==> config.mk <==
export PLATFORM = sky130hd
export DESIGN_NAME = bsg_clk_gen_pearl_monitor_meter
export DESIGN_NICKNAME = d
export VERILOG_FILES = /design/src/rtl/bsg_clk_gen_pearl_monitor_meter.sv
export SDC_FILE = /design/constraint.sdc
export NUM_CORES = 1
export LEC_CHECK = 0
export ABC_AREA = 1
export BUFFER_PORTS_ARGS = -buffer_cell sky130_fd_sc_hd__clkbuf_2
export CAP_MARGIN = 20
export CORE_AREA = 2 2 69 71
export CTS_CLUSTER_DIAMETER = 100
export CTS_CLUSTER_SIZE = 30
export DETAILED_ROUTE_END_ITERATION = 10
export DIE_AREA = 0 0 71 73
export PLACE_DENSITY = 0.84
export SLEW_MARGIN = 20
export SYNTH_ARGS = -nofsm -noshare
export SYNTH_HDL_FRONTEND = slang
export SYNTH_SLANG_ARGS = --single-unit
==> constraint.sdc <==
create_clock -name clk_i -period 1.76 [get_ports clk_i]
set_input_delay 0 -clock clk_i [delete_from_list [all_inputs] [get_ports clk_i]]
set_output_delay 0 -clock clk_i [all_outputs]
set_load 0.02 [all_outputs]
==> src/rtl/bsg_clk_gen_pearl_monitor_meter.sv <==
// Counts rising edges of an asynchronous monitor clock over a window of clk_i cycles.
// Define BSG_CLK_GEN_PEARL_MONITOR_METER_CONTINUOUS_EN to restart a window on each accepted result.
module bsg_clk_gen_pearl_monitor_meter #(
   parameter int window_width_p = 16,
   parameter int count_width_p  = 16
) (
   input  logic                      clk_i,
   input  logic                      reset_i,
   input  logic                      clk_monitor_i,
   input  logic [window_width_p-1:0] window_cycles_i,
   input  logic                      start_i,
   output logic                      busy_o,
   output logic                      v_o,
   output logic [count_width_p-1:0]  count_o,
   output logic                      overflow_o,
   input  logic                      yumi_i
);

   typedef enum logic [1:0] {
      IDLE    = 2'd0,
      MEASURE = 2'd1,
      DONE    = 2'd2
   } state_e;

   localparam logic [count_width_p-1:0]  CntMax = '1;
   localparam logic [count_width_p-1:0]  CntOne = count_width_p'(1);
   localparam logic [window_width_p-1:0] WinOne = window_width_p'(1);

   state_e state_q, state_d;

   logic sync1_q, sync2_q, prev_q;
   logic edge_pulse;

   logic [window_width_p-1:0] win_q, win_d;
   logic [count_width_p-1:0]  cnt_q, cnt_d;
   logic                      ovf_q, ovf_d;

   // Two-flop synchronizer plus a history flop for rising-edge detection.
   always_ff @(posedge clk_i) begin
      if (reset_i) begin
         sync1_q <= 1'b0;
         sync2_q <= 1'b0;
         prev_q  <= 1'b0;
      end else begin
         sync1_q <= clk_monitor_i;
         sync2_q <= sync1_q;
         prev_q  <= sync2_q;
      end
   end

   assign edge_pulse = sync2_q & ~prev_q;

   // State, window counter and result registers.
   always_ff @(posedge clk_i) begin
      if (reset_i) begin
         state_q <= IDLE;
         win_q   <= '0;
         cnt_q   <= '0;
         ovf_q   <= 1'b0;
      end else begin
         state_q <= state_d;
         win_q   <= win_d;
         cnt_q   <= cnt_d;
         ovf_q   <= ovf_d;
      end
   end

   // Next-state logic: load a window, count pulses, hold the result until taken.
   always_comb begin
      state_d = state_q;
      win_d   = win_q;
      cnt_d   = cnt_q;
      ovf_d   = ovf_q;
      unique case (state_q)
         IDLE: begin
            if (start_i) begin
               win_d   = window_cycles_i;
               cnt_d   = '0;
               ovf_d   = 1'b0;
               state_d = (window_cycles_i == '0) ? DONE : MEASURE;
            end
         end
         MEASURE: begin
            if (edge_pulse) begin
               if (cnt_q == CntMax) ovf_d = 1'b1;
               else                 cnt_d = cnt_q + CntOne;
            end
            win_d = win_q - WinOne;
            if (win_q == WinOne) state_d = DONE;
         end
         DONE: begin
            if (yumi_i) begin
`ifdef BSG_CLK_GEN_PEARL_MONITOR_METER_CONTINUOUS_EN
               win_d   = window_cycles_i;
               cnt_d   = '0;
               ovf_d   = 1'b0;
               state_d = (window_cycles_i == '0) ? DONE : MEASURE;
`else
               state_d = IDLE;
`endif
            end
         end
         default: state_d = IDLE;
      endcase
   end

   assign busy_o     = (state_q == MEASURE);
   assign v_o        = (state_q == DONE);
   assign count_o    = cnt_q;
   assign overflow_o = ovf_q;

endmodule
==> metrics.txt <==
Worst Path Required=1980 ps; Seq/Total Area, Yosys=0.307; layout cells sized above 1=0.163; via count of the first global-routing pass=2,416; worst vdd ir=1.11 mV; worst path arrival time=1840 ps; # port buffers=39; H-tree Lvls=2; maxcap violations=0; most frequent cell after synthesis=nand2_1; number of synthesized flops with an enable pin=0; starting density of the core=0.546; Distinct cells, synth=31; P&R area growth vs syn=18.0%; initial antenna violation count=0; power per cell area=1470 nW/um2; die width=71 um; critical path type=reg2reg; Layout Utilization=0.644; die height=73 um; die area=5180 um2; non-filler cells, final=515; Synth top area share=0.307; Clock Sinks=38; Final setup viols=0; DR WL/cell=13.1 um; uppermost routed layer=met4; Slew @ Worst Pin=372 ps; DP HPWL=4820 um; Post-synth top flop=dfxtp_1; HP Start=window_cycles_i[4]; crit start category=register; Inst Count DP=503; Fin Hold WS=8.79 ps; Skew-Pair Late Insertion Delay=300 ps; drt total wl=6760 um; crit path capture type=register; routed vias=2,815; normalized max-slew margin=0.752; Leakage=1.28 nW; Power, Total=4.29 mW; run status=finished clean; root buffer cell=clkbuf_8; CTS clk-pin slew, worst paths=80 ps; Row Count=25; worst r2r dst=count_o[0]$_SDFFE_PP0P_; TritonCTS clock tree=yes; Hold EP=win_q[4]$_SDFFE_PP0P_; first-iteration detailed-routing DRC count=318; #FFs+latches synth=38; Post-CTS Setup Inserts=0; Commonest cells post-synth=nand2_1 (115), nor2_1 (78), inv_1 (42); GPL Wtd Cong=0.975; ANT cells=0; clk buf depth=2; IO Pins=40; drt first pass iters=5; reg2reg path depth=6; core box area=4540 um2; met2 WL=3020 um; Tmin final=1630 ps; Area contributors post-synth=dfxtp_1 (31%), nand2_1 (17%), nor2_1 (12%), inv_1 (6.4%), a21oi_1 (6.1%); Remaining DRCs=0; leading area contributor after synthesis=dfxtp_1; met3 routed WL=570 um; worst reg2reg startpoint=state_q[0]$_SDFFE_PP0P_; GRT Total Usage=0.259; slack of the worst reg-to-reg path=130 ps; # nets final=485; Fillers=420; met1 wire length=2980 um; asr flop ratio synth=0; crit-path max FO=13; global-route wire length before repair=10,800 um; Antenna Nets Post-Route=0; worst hold path type=in2reg; period utilization=0.924; Final Skew=9.24 ps; fmax=615 MHz; Final Hold Viols=0; Hold Path Depth=3; largest net degree at the start of global routing=18; CTS Buf Count=5; Mapped Nets=436; Syn Std Cell Area=2470 um2; GRT overflow=0; routed vias/inst=5.47; fin. max-slew vios=0; Syn Inst Count=412; Avg Cell Area, Syn=6.01 um2; YS warnings=0
## worst max-delay path by stage
stage | start | endpoint | slack (ps) | cells after the start
3_5_place_dp | count_o[0]$_SDFFE_PP0P_ | count_o[0]$_SDFFE_PP0P_ | 120 | 9
6_report | state_q[0]$_SDFFE_PP0P_ | count_o[0]$_SDFFE_PP0P_ | 130 | 6
3_3_place_gp | count_o[0]$_SDFFE_PP0P_ | count_o[15]$_SDFFE_PP0P_ | 180 | 10
4_1_cts | count_o[0]$_SDFFE_PP0P_ | count_o[10]$_SDFFE_PP0P_ | 90 | 9
5_1_grt | count_o[1]$_SDFFE_PP0P_ | count_o[0]$_SDFFE_PP0P_ | -20 | 8
2_1_floorplan | count_o[0]$_SDFFE_PP0P_ | count_o[11]$_SDFFE_PP0P_ | 120 | 10
## cell families (layout without fill, tap and decap cells)
| logic type | after synthesis | in the layout | synth area share |
|---|---|---|---|
| AOI/OAI and AO/OA | 65 | 65 | 0.144 |
| xor gates and xnor gates | 6 | 6 | 0.0212 |
| adders and majority gates | 3 | 3 | 0.0152 |
| buffers and inverters | 55 | 103 | 0.0925 |
| DFF | 38 | 38 | 0.307 |
| and+or+nand+nor | 245 | 246 | 0.420 |
## what timing repair did
action,in CTS,in global routing
hold buffers,4,0
hold endpoints to repair,4,0
setup endpoints to repair,0,12
gates resized for setup,0,4
## where the power goes
group	leakage, nW	switching (mW)	total [mW]	internal [mW]
Combinational	0.913	1.50	2.23	0.733
Clock	0.0573	0.320	0.774	0.454
Sequential	0.311	0.225	1.28	1.06
Total	1.28	2.04	4.29	2.25
## final cells by class
| cell class | count | area, um2 | area share |
|---|---|---|---|
| flip-flops and latches | 38 | 762 | 0.261 |
| clock inverters | 1 | 30.0 | 0.0103 |
| inverters | 44 | 165 | 0.0566 |
| repair buffers | 52 | 303 | 0.104 |
| multi-input cells | 320 | 1510 | 0.517 |
| well taps | 54 | 67.6 | 0.0231 |
| clock buffers | 6 | 82.6 | 0.0283 |
## metal layers
layer,track usage,up-vias
li1,-,1422
met1,0.352,1245
met2,0.415,126
met3,0.0539,22
met4,0.0818,0
met5,0,-
## per-stage QoR
stage                     instance area [um2]  setup TNS, ps  worst slack (ps)
after floorplan                          2470              0               117
after global placement                   2740              0               182
after detailed placement                 2740              0               119
after CTS                                2890              0              86.8
after global routing                     2920          -31.1             -16.0
final                                    2920              0               134
## critical path: stages (launching register included)
cell,delay [ps]
dfxtp_1,450
nand2_2,220
o21ai_2,300
nand2_2,120
nand2_2,230
nand2_1,100
a21oi_1,130
## flip-flops by register name (all words and copies together) (netlist names)
register    flops
sync2_q         1
prev_q          1
count_o        16
win_q          16
overflow_o      1
sync1_q         1
state_q         2
## cells in the final DEF, fill, tap and decap left out, types with 2 or more instances in the layout
| cell | count |
|---|---|
| a211oi_1 | 3 |
| a21oi_1 | 30 |
| a31oi_1 | 2 |
| buf_4 | 9 |
| clkbuf_2 | 39 |
| clkbuf_8 | 6 |
| dfxtp_1 | 37 |
| dlygate4sd3_1 | 4 |
| ha_1 | 2 |
| inv_1 | 42 |
| inv_2 | 2 |
| nand2_1 | 115 |
| nand2_2 | 5 |
| nand2_4 | 2 |
| nand3_1 | 19 |
| nand3_2 | 2 |
| nand3b_1 | 3 |
| nand4_1 | 8 |
| nor2_1 | 78 |
| nor2_2 | 4 |
| nor3_1 | 6 |
| o211ai_1 | 2 |
| o21ai_0 | 22 |
| o21bai_1 | 3 |
| xor2_1 | 6 |
No activity file was read; power rests on OpenSTA's default activity.
